$ cat config.mk
export PLATFORM = sky130hd
export DESIGN_NAME = sd_cmd_sequencer
export DESIGN_NICKNAME = d
export VERILOG_FILES = /design/src/rtl/sd_cmd_sequencer_pkg.sv /design/src/rtl/sd_cmd_sequencer_crc7.sv /design/src/rtl/sd_cmd_sequencer.sv
export SDC_FILE = /design/constraint.sdc
export NUM_CORES = 1
export LEC_CHECK = 0
export ABC_AREA = 1
export CAP_MARGIN = 10
export CORE_MARGIN = 1
export CORE_UTILIZATION = 50
export DETAILED_ROUTE_END_ITERATION = 8
export GPL_TIMING_DRIVEN = 0
export PLACE_DENSITY = 0.72
export SLEW_MARGIN = 40
export SYNTH_ARGS = -nofsm -noshare
export SYNTH_HDL_FRONTEND = slang
export SYNTH_HIERARCHICAL = 1
export SYNTH_SLANG_ARGS = --single-unit
export TNS_END_PERCENT = 5
$ cat constraint.sdc
create_clock -name clk -period 3.44 [get_ports clk]
set_input_delay 0.344 -clock clk [delete_from_list [all_inputs] [get_ports clk]]
set_output_delay 0.344 -clock clk [all_outputs]
set_load 0.05 [all_outputs]
$ cat src/rtl/sd_cmd_sequencer_pkg.sv
// Shared types and constants for the SD SPI-mode command sequencer.
// Holds the FSM state enum, frame constants and a byte-serial CRC7 step.
package sd_pkg;

  typedef enum logic [2:0] {
    S_IDLE,
    S_LOAD,
    S_SEND,
    S_WAIT_TX,
    S_POLL,
    S_WAIT_RX,
    S_CHECK,
    S_RESP
  } sd_state_t;

  localparam int         SD_FRAME_BYTES  = 6;
  localparam logic [7:0] SD_R1_IDLE_BYTE = 8'hFF;
  localparam logic [7:0] SD_DEFAULT_CRC  = 8'h95;

  // CRC7 (x^7 + x^3 + 1), one byte folded in MSB first.
  function automatic logic [6:0] crc7_byte(
    input logic [6:0] crc,
    input logic [7:0] data
  );
    logic [6:0] c;
    logic       fb;
    c = crc;
    for (int i = 7; i >= 0; i--) begin
      fb = data[i] ^ c[6];
      c  = {c[5:0], 1'b0};
      if (fb) c = c ^ 7'h09;
    end
    return c;
  endfunction

endpackage

$ cat src/rtl/sd_cmd_sequencer_crc7.sv
// sd_crc7: byte-serial CRC7 accumulator for SD command frames.
// Ports: clk, rst (async high), clr (restart at 0), en (fold data), data[7:0], crc[6:0].
module sd_crc7
  import sd_pkg::*;
(
  input  logic       clk,
  input  logic       rst,
  input  logic       clr,
  input  logic       en,
  input  logic [7:0] data,
  output logic [6:0] crc
);

  logic [6:0] crc_q;
  logic [6:0] seed;

  // clr together with en starts a new frame with this byte as its first.
  assign seed = clr ? 7'h00 : crc_q;
  assign crc  = crc_q;

  always_ff @(posedge clk or posedge rst) begin
    if (rst) begin
      crc_q <= 7'h00;
    end else if (en) begin
      crc_q <= crc7_byte(seed, data);
    end else if (clr) begin
      crc_q <= 7'h00;
    end
  end

endmodule

$ cat src/rtl/sd_cmd_sequencer.sv
// sd_cmd_sequencer: builds a 6-byte SD command frame, sends it through spi_controller,
// then polls single bytes for an R1 response. Macro SD_CRC7_EN enables real CRC7.
// Ports: cmd_* request, rsp_* result, spi_* controller handshake and buffer port.
module sd_cmd_sequencer
  import sd_pkg::*;
#(
  parameter  int MEMORY_SIZE_IN_BYTES = 10,
  parameter  int NCR_MAX              = 8,
  localparam int AW                   = $clog2(MEMORY_SIZE_IN_BYTES)
) (
  input  logic          clk,
  input  logic          rst,
  input  logic          cmd_valid,
  output logic          cmd_ready,
  input  logic [5:0]    cmd_index,
  input  logic [31:0]   cmd_arg,
  output logic          rsp_valid,
  output logic [7:0]    rsp_r1,
  output logic          rsp_timeout,
  output logic          spi_start,
  output logic          spi_op,
  output logic [AW-1:0] spi_size,
  input  logic          spi_done,
  input  logic [AW-1:0] spi_address,
  output logic [7:0]    spi_data_out,
  input  logic [7:0]    spi_data_in,
  input  logic          spi_wr
);

  sd_state_t state, nxt;

  logic [7:0]    mem [SD_FRAME_BYTES];
  logic [31:0]   arg_q;
  logic [2:0]    load_cnt;
  logic [7:0]    poll_cnt;
  logic [7:0]    r1_q;
  logic          to_q;
  logic          op_q, op_d;
  logic [AW-1:0] size_q, size_d;
  logic [7:0]    arg_byte;
  logic [7:0]    crc_byte;
  logic          poll_last;
  logic          in_frame;

  assign poll_last = (poll_cnt + 8'd1) == 8'(NCR_MAX);
  assign in_frame  = spi_address < AW'(SD_FRAME_BYTES);

  always_comb begin
    case (load_cnt)
      3'd1:    arg_byte = arg_q[31:24];
      3'd2:    arg_byte = arg_q[23:16];
      3'd3:    arg_byte = arg_q[15:8];
      default: arg_byte = arg_q[7:0];
    endcase
  end

`ifdef SD_CRC7_EN
  logic       crc_clr;
  logic       crc_en;
  logic [7:0] crc_data;
  logic [6:0] crc;

  // Byte 0 is folded in on the accept cycle, bytes 1-4 during LOAD.
  assign crc_clr  = (state == S_IDLE) && cmd_valid;
  assign crc_en   = crc_clr || ((state == S_LOAD) && (load_cnt != 3'd5));
  assign crc_data = crc_clr ? {2'b01, cmd_index} : arg_byte;
  assign crc_byte = {crc, 1'b1};

  sd_crc7 u_crc (
    .clk  (clk),
    .rst  (rst),
    .clr  (crc_clr),
    .en   (crc_en),
    .data (crc_data),
    .crc  (crc)
  );
`else
  assign crc_byte = SD_DEFAULT_CRC;
`endif

  always_ff @(posedge clk or posedge rst) begin
    if (rst) state <= S_IDLE;
    else     state <= nxt;
  end

  always_comb begin
    nxt       = state;
    spi_start = 1'b0;
    op_d      = op_q;
    size_d    = size_q;
    unique case (state)
      S_IDLE:    if (cmd_valid) nxt = S_LOAD;
      S_LOAD:    if (load_cnt == 3'd5) nxt = S_SEND;
      S_SEND: begin
        spi_start = 1'b1;
        op_d      = 1'b1;
        size_d    = AW'(SD_FRAME_BYTES);
        nxt       = S_WAIT_TX;
      end
      S_WAIT_TX: if (spi_done) nxt = S_POLL;
      S_POLL: begin
        spi_start = 1'b1;
        op_d      = 1'b0;
        size_d    = AW'(1);
        nxt       = S_WAIT_RX;
      end
      S_WAIT_RX: if (spi_done) nxt = S_CHECK;
      S_CHECK: begin
        if (!mem[0][7] || poll_last) nxt = S_RESP;
        else                         nxt = S_POLL;
      end
      S_RESP:    nxt = S_IDLE;
      default:   nxt = S_IDLE;
    endcase
  end

  always_ff @(posedge clk or posedge rst) begin
    if (rst) begin
      for (int i = 0; i < SD_FRAME_BYTES; i++) mem[i] <= SD_R1_IDLE_BYTE;
      arg_q    <= '0;
      load_cnt <= '0;
      poll_cnt <= '0;
      r1_q     <= SD_R1_IDLE_BYTE;
      to_q     <= 1'b0;
      op_q     <= 1'b0;
      size_q   <= '0;
    end else begin
      op_q   <= op_d;
      size_q <= size_d;
      case (state)
        S_IDLE: begin
          if (cmd_valid) begin
            arg_q    <= cmd_arg;
            mem[0]   <= {2'b01, cmd_index};
            load_cnt <= 3'd1;
            r1_q     <= SD_R1_IDLE_BYTE;
            to_q     <= 1'b0;
          end
        end
        S_LOAD: begin
          if (load_cnt == 3'd5) mem[5] <= crc_byte;
          else                  mem[load_cnt] <= arg_byte;
          load_cnt <= load_cnt + 3'd1;
        end
        S_WAIT_TX: if (spi_done) poll_cnt <= '0;
        // A poll that never writes back must read as busy.
        S_POLL:    mem[0] <= SD_R1_IDLE_BYTE;
        S_CHECK: begin
          if (!mem[0][7]) begin
            r1_q <= mem[0];
          end else begin
            poll_cnt <= poll_cnt + 8'd1;
            if (poll_last) begin
              r1_q <= SD_R1_IDLE_BYTE;
              to_q <= 1'b1;
            end
          end
        end
        default: ;
      endcase
      if (spi_wr && in_frame) mem[spi_address[2:0]] <= spi_data_in;
    end
  end

  assign spi_data_out = in_frame ? mem[spi_address[2:0]] : 8'hFF;
  assign spi_op       = op_d;
  assign spi_size     = size_d;
  assign cmd_ready    = (state == S_IDLE);
  assign rsp_valid    = (state == S_RESP);
  assign rsp_r1       = r1_q;
  assign rsp_timeout  = to_q;

endmodule

# Word level (Yosys, flattened, before mapping)
# Cells that the tools add are included.
dict set report totals {
  regBits 108
  inputBits 55
  output_inout_bits 25
  word_cells 96
}
dict set report classes {
  n_addsub 2
  order_cmp 5
  eq_ne 19
  n_mux 38
  bitwise_logic 2
  reduce_logical 16
}
# op n
set op_table {}
lappend op_table {{48-bit bitwise mux} 2}
lappend op_table {{8-bit 2-to-1 mux} 12}
lappend op_table {{40-bit 2-to-1 mux} 2}
lappend op_table {{8-bit demux with 3-bit select} 2}
lappend op_table {{48-bit 2-to-1 mux} 1}
lappend op_table {{8-bit case mux with 3 select lines} 2}
lappend op_table {{8-bit case mux with 2 select lines} 2}
lappend op_table {{8-bit binary-select mux with 3-bit select} 1}
lappend op_table {{3-bit case mux with 8 select lines} 1}
lappend op_table {{3-bit == test, second input constant} 5}
lappend op_table {{3-bit by 2-bit == test with 1-bit output, second input constant} 4}
lappend op_table {{3-bit 2-to-1 mux} 4}
lappend op_table {{2-bit inequality test, second input constant} 6}
lappend op_table {{8-bit by 1-bit adder with 8-bit output, second input constant} 1}
lappend op_table {{8-bit by 4-bit == test with 1-bit output, second input constant} 1}
lappend op_table {{4-bit greater-or-equal comparator, second input constant} 2}
lappend op_table {{4-bit by 1-bit < comparator with 1-bit output, second input constant} 2}
lappend op_table {{3-bit inverter with 4-bit output} 2}
lappend op_table {{4-bit case mux with 2 select lines} 1}
lappend op_table {{4-bit AND reduction} 2}
lappend op_table {{3-bit by 1-bit == test with 1-bit output, second input constant} 2}
lappend op_table {{3-bit case mux with 2 select lines} 1}
lappend op_table {{3-bit AND reduction} 2}
lappend op_table {{2-bit nonzero test} 3}
lappend op_table {{other kinds (12)} 19}

# Longest topological paths before layout
# Gate-level depths: netlist of the first run.
dict set report depth {
  depth_word 10
  ltp_mapped 12
  mapped_depth_nobuf 12
}

# Worst setup path after synthesis of the first run
# Ideal clock, no wire load.
dict set report synth_timing {
  path_type {reg-to-output}
  startpoint {reg state[2]}
  endpoint {out spi_size[3]}
  arrival_ps 1903
  required_time_ps 3096
  setup_slack_ps 1193
  path_stages_with_launch 7
  path_buffers 1
  path_cell_list {dfrtp_1 > inv_4 > buf_4 > nor2_1 > nor2_1 > inv_1 > nor2_1}
}
dict set report synth_via {
  elab_chain_cells 2
  elab_cells_between_ends 3
  classes_between {2 x eq/ne; 1 x mux}
}
# item line_no
set synth_rtl {}
lappend synth_rtl {{start: declaration} sd_cmd_sequencer.sv:30} ;# sd_state_t state, nxt;
lappend synth_rtl {{start signal: assignment} sd_cmd_sequencer.sv:83} ;# else state <= nxt;
lappend synth_rtl {{3-bit == test or 3-bit by 2-bit == test with 1-bit output (tied branches)} sd_cmd_sequencer.sv:91} ;# unique case (state)
lappend synth_rtl {{4-bit case mux with 2 select lines *} sd_cmd_sequencer.sv:91}
lappend synth_rtl {{end: declaration} sd_cmd_sequencer.sv:22} ;# output logic [AW-1:0] spi_size,
# Every way passes the cells marked *; elsewhere a longest branch is shown, timed or not.

# Worst setup path after layout of the first run
dict set report layout_timing {
  startpoint {in spi_address[1]}
  endpoint {out spi_data_out[2]}
}
dict set report layout_via {
  elab_chain_cells 5
  elab_cells_between_ends 6
  classes_between {1 x order compare; 4 x mux; 1 x bitwise}
}
# item line_no
set layout_rtl {}
lappend layout_rtl {{start: declaration} sd_cmd_sequencer.sv:24} ;# input logic [AW-1:0] spi_address,
lappend layout_rtl {{3-bit inverter with 4-bit output (not written as such)} sd_cmd_sequencer.sv:165} ;# assign spi_data_out = in_frame ? mem[spi_address[2:0]] : 8'hFF;
lappend layout_rtl {{8-bit binary-select mux with 3-bit select} sd_cmd_sequencer.sv:165}
lappend layout_rtl {{8-bit 2-to-1 mux (not written as such) (2 in series)} sd_cmd_sequencer.sv:165}
lappend layout_rtl {{8-bit 2-to-1 mux *} sd_cmd_sequencer.sv:165}
lappend layout_rtl {{end: declaration} sd_cmd_sequencer.sv:25} ;# output logic [7:0] spi_data_out,
# Every way passes the cells marked *; elsewhere a longest branch is shown, timed or not. The select of a mux whose other input is x is not followed.

==> metrics.yaml, run 1 <==
place:
  dpl.hpwl_um: 12700
  globalplace.congestion: 0.991
  numPortBuffers: 77
cells_and_area:
  layout.area.seq_um2: 2770
  area_growth_pct: 21.1
  multi_input_area_um2: 2750
  final_cell_mix: "nand2_1, inv_1, o21ai_0, clkdlybuf4s50_1, dfstp_2"
  fill_cells: 1047
  final_common_cell: "nand2_1"
  diodes: 0
  layout-drive-gt1-share: 0.144
  num-nets-final: 928
sta:
  period_needed_ns: 3.05
  relSlewSlack: 0.629
  worstMarginPinSlew_ns: 0.554
  hold_violations: 0
  fin_worst_skew_ns: 0.0119
  timing.final.crit_share: 0.886
  slew_violations: 0
  fmax_mhz: 328
  setup_viol: 0
  hold_ws_ns: 0.316
  rsz0062_at_grt: "false"
worst_setup_path:
  slowest_stage: "clkdlybuf4s50_1"
  reg2reg_from: "load_cnt[0]$_DFFE_PP0P_"
  ff2ff_path_depth: 9
  crit_start: "spi_address[1]"
  path_class: "in2out"
  endpoint_kind: "output pin"
  startpoint_type: "primary input"
  crit_family: "buffers and inverters"
  critPathBufInv: 4
  cp.depth: 7
  path_cells: "clkdlybuf4s50_1 -> inv_1 -> nand2_1 -> inv_1 -> o211ai_1 -> nand4_1 -> clkdlybuf4s50_1"
  worstPathMaxFanout: 8
  cp.arrival_ns: 2.70
  slowest_delay_ns: 0.81
  required_ns: 3.10
power:
  power.switching_mw: 3.11
  combPwrFrac: 0.489
  internal-power_mw: 3.66
  p_clk_frac: 0.149
  switching_share: 0.459
  p_total_mw: 6.77
  p_leak_nw: 3.36
  peakVddDrop_mv: 0.442
  p_per_area_nw_per_um2: 932
  p_seq_frac: 0.362
synth:
  syn_inst: 779
  synth-edff-count: 0
  yosysSeqAreaShare: 0.462
  yosysWarningCount: 6
  ys.flop_type: "dfstp_2"
  synth_nets: 839
  synth_seq_cells: 108
  netlist-cell-type-count: 39
  synth_area_um2: 6000
  syn_avg_cell_area_um2: 7.70
  async_flop_share: 1.00
floorplanning:
  initial_core_util: 0.519
  die_y_um: 112
  fp.dieW_um: 112
  core_um2: 11600
  rows: 39
  io_pins: 80
  dieArea_um2: 12400
hold_path:
  min_path_type: "in2async"
global_route:
  grt_pass1_wl_um: 27900
  grt_max_degree: 82
  overflow: 0
  grt_pass1_vias: 5454
  antenna_found_initial: 0
  track_usage: 0.289
route:
  firstDrtPassIters: 7
  wire_per_inst_um: 16.8
  vias: 5661
  avgViaCountPerCell: 5.57
  wirelength_um: 17100
  ant_nets: 0
  drtIter0Drc: 420
  drc: 4
clock_tree:
  ctsHoldBuffers: 0
  cts_tree: "yes"
  path_clk_slew_ns: 0.07
  clock-sinks: 108
  cts_resized: 0
  clk_latency_ns: 0.37
  cts_buffers: 9
  post_cts_buffers: 0
  clockBufferDepth: 2
  ctsHtreeMaxLevel: 3
  cts-root-buf: "clkbuf_16"
outcome:
  violations: "design-rule violations"
  status: "complete, but fails checks"
job:
  maxCapViolCount: 0
layout make-up:
cell class / count / area share
flip-flops and latches: 108 / 0.382
inverters: 95 / 0.0505
well taps: 143 / 0.0246
repair buffers: 78 / 0.110
clock buffers: 12 / 0.0339
plain buffers: 25 / 0.0165
clock inverters: 4 / 0.00448
multi-input cells: 551 / 0.378
worst paths after layout:
path / end / slack, ns
max in group asynchronous: mem[25]$_DFF_PP1_ / 2.42
min reg2reg: rsp_r1[7]$_DFFE_PP1P_ / 0.47
min: size_q[3]$_DFF_PP0_ / 0.32
min in group clk: rsp_r1[7]$_DFFE_PP1P_ / 0.47
max reg2reg: mem[5]$_DFF_PP1_ / 1.08
max: spi_data_out[2] / 0.39
power groups by stage:
| stage | Sequential [mW] | Combinational, mW | Clock (mW) |
|---|---|---|---|
| floorplan | 2.55 | 2.17 | 0 |
| global placement | 2.44 | 3.19 | 0 |
| detailed placement | 2.46 | 3.27 | 0 |
| CTS | 2.44 | 3.28 | 1.02 |
| global route | 2.52 | 3.68 | 1.06 |
| finish | 2.45 | 3.31 | 1.01 |
kinds of logic after synthesis:
family	count (synthesis)	synth area share
buffers and inverters	120	0.0799
adders and majority gates	5	0.0104
and+or+nand+nor	348	0.259
AOI/OAI and AO/OA	197	0.187
DFF	108	0.462
xor gates and xnor gates	1	0.00146
sequential cells by signal (all words and copies together), names as in the netlist:
register     count
load_cnt         3
rsp_timeout      1
poll_cnt         8
rsp_r1           8
mem             48
arg_q           32
op_q             1
size_q           4
state            3
per-stage QoR:
stage / std cells / utilization / setup slack (ns) / setup TNS (ns) / cell area (um^2)
after floorplan: 779 / - / 0.343 / 0 / 6000
after global placement: 999 / 0.601 / -1.31 / -79.69 / 6950
after detailed placement: 1000 / 0.604 / 0.480 / 0 / 6980
after CTS: 1016 / 0.628 / 0.470 / 0 / 7260
after global routing: 1016 / 0.628 / 0.310 / 0 / 7260
final: 1016 / 0.628 / 0.393 / 0 / 7260
cell usage after synthesis (5+ instances only):
cell type,instances,area share
nor2_1,50,0.031
a21oi_1,54,0.045
o21ai_0,78,0.065
inv_2,14,0.0088
inv_1,80,0.050
ha_1,5,0.010
dfstp_2,56,0.25
nand4_1,12,0.013
o21ai_1,10,0.0083
clkbuf_1,11,0.0069
o22ai_1,17,0.018
dfrtp_1,52,0.22
nand3_1,20,0.017
buf_2,9,0.0075
nand2_1,240,0.15
o211ai_1,26,0.033
per-layer routing:
layer	part of all wire	track usage
met5	0	0
met3	0.076	0.0762
met4	0.018	0.0793
met1	0.44	0.388
met2	0.47	0.464
Power figures use the tool's default switching activity.
==> run 2, diff against run 1 <==
==> constraint.sdc (replaced) <==
create_clock -name clk -period 3.44 [get_ports clk]
set_input_delay 1.032 -clock clk [delete_from_list [all_inputs] [get_ports clk]]
set_output_delay 1.032 -clock clk [all_outputs]
set_load 0.05 [all_outputs]
==> metrics.yaml, run 2 (synthesis gave the netlist of run 1 again) <==
outcome:
  status: "complete, but fails checks"
  violations: "design-rule violations"
floorplanning:
  dieArea_um2: 12400  # unchanged
  core_um2: 11600  # unchanged
  die_y_um: 112  # unchanged
  io_pins: 80  # unchanged
  fp.dieW_um: 112  # unchanged
  initial_core_util: 0.519  # unchanged
  rows: 39  # unchanged
worst_setup_path:
  crit_start: "state[2]$_DFFE_PP0P_"
  reg2reg_from: "load_cnt[0]$_DFFE_PP0P_"
  endpoint_kind: "output pin"
  worstPathMaxFanout: 10  # +2
  path_class: "reg2out"
  cp.arrival_ns: 2.33  # -0.37 ns
  required_ns: 2.41  # -0.69 ns
  startpoint_type: "register"
cells_and_area:
  num-nets-final: 931  # +0.32%
  layout-drive-gt1-share: 0.167  # +0.0223
  fill_cells: 1066  # +1.8%
  largest-register: "mem"
  largestRegisters: "mem x48, arg_q x32"
  diodes: 0  # unchanged
  final_core_util: 0.633  # +0.00487
  area_growth_pct: 22.0
  final_common_cell: "nand2_1"
  final_cell_mix: "nand2_1, o21ai_0, inv_1, clkdlybuf4s50_1, dfstp_2"
  largest_reg_flops: 48  # unchanged
global_route:
  grt_pass1_wl_um: 27800  # -0.13%
  track_usage: 0.291  # +0.00246
  overflow: 0  # unchanged
  grt_pass1_vias: 5541  # +1.6%
  use_met1: 0.381  # -0.00643
  busiest_layer: "met2"
  use_met3: 0.0746  # -0.00163
  antenna_found_initial: 0  # unchanged
  grt_max_degree: 27  # -67%
  met2_usage: 0.476  # +0.0121
hold_path:
  min_from: "arg_q[1]$_DFFE_PP0P_"
  min_path_type: "reg2reg"
route:
  wire_per_inst_um: 16.7  # -0.38%
  drtIter0Drc: 465  # +11%
  drc: 3  # -1
  ant_nets: 0  # unchanged
  avgViaCountPerCell: 5.55  # -0.33%
  vias: 5659  # -0.035%
  wirelength_um: 17000  # about the same
  firstDrtPassIters: 9  # +2
place:
  dpl.hpwl_um: 13100  # +2.6%
  numPortBuffers: 77  # unchanged
  globalplace.congestion: 0.995  # +0.46%
clock_tree:
  cts-root-buf: "clkbuf_16"
  clk_latency_ns: 0.37  # about the same
  clock-sinks: 108  # unchanged
  cts_tree: "yes"
  path_clk_slew_ns: 0.07  # about the same
  ctsHtreeMaxLevel: 3  # unchanged
  clockBufferDepth: 2  # unchanged
  cts_buffers: 9  # unchanged
sta:
  worstMarginPinSlew_ns: 0.516  # -0.0380 ns
  hold_violations: 0  # unchanged
  setup_viol: 0  # unchanged
  fmax_mhz: 298  # -9.3%
  relSlewSlack: 0.657  # +0.0281
  rsz0062_at_grt: "false"
  period_needed_ns: 3.36  # +0.312 ns
  timing.final.crit_share: 0.977  # +0.0908
  slew_violations: 0  # unchanged
  fin_worst_skew_ns: 0.0104  # -0.00153 ns
power:
  peakVddDrop_mv: 0.412  # -6.7%
  p_per_area_nw_per_um2: 931  # -0.15%
  p_leak_nw: 3.44  # +2.5%
  p_total_mw: 6.81  # +0.62%
job:
  maxCapViolCount: 0  # unchanged
## run 2: cell count changes in the layout (fill, tap and decap cells not counted), moves of 2 or more
| cell | before | now |
|---|---|---|
| clkbuf_2 | 0 | 2 |
| buf_2 | 9 | 11 |
| clkdlybuf4s50_1 | 77 | 62 |
| dlymetal6s2s_1 | 0 | 2 |
| clkbuf_1 | 13 | 9 |
| buf_12 | 0 | 4 |
| dlygate4sd2_1 | 0 | 4 |
| inv_1 | 79 | 77 |
| inv_2 | 14 | 16 |
| buf_4 | 2 | 10 |
## run 2: stage by stage
stage / cells / setup slack [ns] / area [um^2] / setup TNS, ns / hold WS, ns
6_report: 1019 / 0.0805 / 7320 / 0 / 0.474
5_1_grt: 1019 / 0.0139 / 7320 / 0 / 0.495
4_1_cts: 1019 / 0.00434 / 7320 / 0 / 0.473
3_5_place_dp: 1003 / -0.898 / 7030 / -6.97 / 0.458
3_3_place_gp: 999 / -0.883 / 6950 / -6.80 / 0.455
2_1_floorplan: 779 / -0.0438 / 6000 / -0.219 / 0.437
## run 2: layout make-up
type	count	area (um^2)	share of cell area
inverter	95	363	0.0496
tap	143	179	0.0244
multi-input combinational	551	2750	0.376
sequential	108	2770	0.379
buffer	25	130	0.0178
clock buffer	10	229	0.0313
clock inverter	6	72.6	0.00991
timing repair buffer	81	823	0.112
## run 2: path summary, 6_finish.rpt
path | to | slack [ns] | cells past startpoint
min in group asynchronous | op_q$_DFF_PP0_ | 1.00 | 2
max in group asynchronous | mem[29]$_DFF_PP1_ | 1.73 | 4
worst max register to register | mem[42]$_DFF_PP1_ | 1.07 | 11
worst max-delay path | rsp_valid | 0.08 | 4
worst min register to register | arg_q[1]$_DFFE_PP0P_ | 0.47 | 2
worst min-delay path | arg_q[1]$_DFFE_PP0P_ | 0.47 | 2
## run 2: where the power goes
| part | switching, mW | internal [mW] | total [mW] |
|---|---|---|---|
| Combinational | 2.26 | 1.03 | 3.29 |
| Clock | 0.504 | 0.574 | 1.08 |
| Sequential | 0.351 | 2.10 | 2.45 |
## run 2: what timing repair did
action | 4_1_cts | 5_1_grt
buffers inserted | 0 | 0
gates resized for setup | 59 | 9
setup endpoints to repair | 12 | 10
hold buffers | 0 | 0
## run 2: routing by layer
metal	vias up	wire length [um]
met5	-	0
met4	0	318
met3	30	1260
met2	223	8170
met1	2666	7290
li1	2740	-
## run 2: worst max-delay path, stage by stage (launching register included)
cell             delay, ns
dfrtp_1               0.59
inv_4                 0.08
buf_4                 0.19
nor3_1                0.24
clkdlybuf4s50_1       0.85
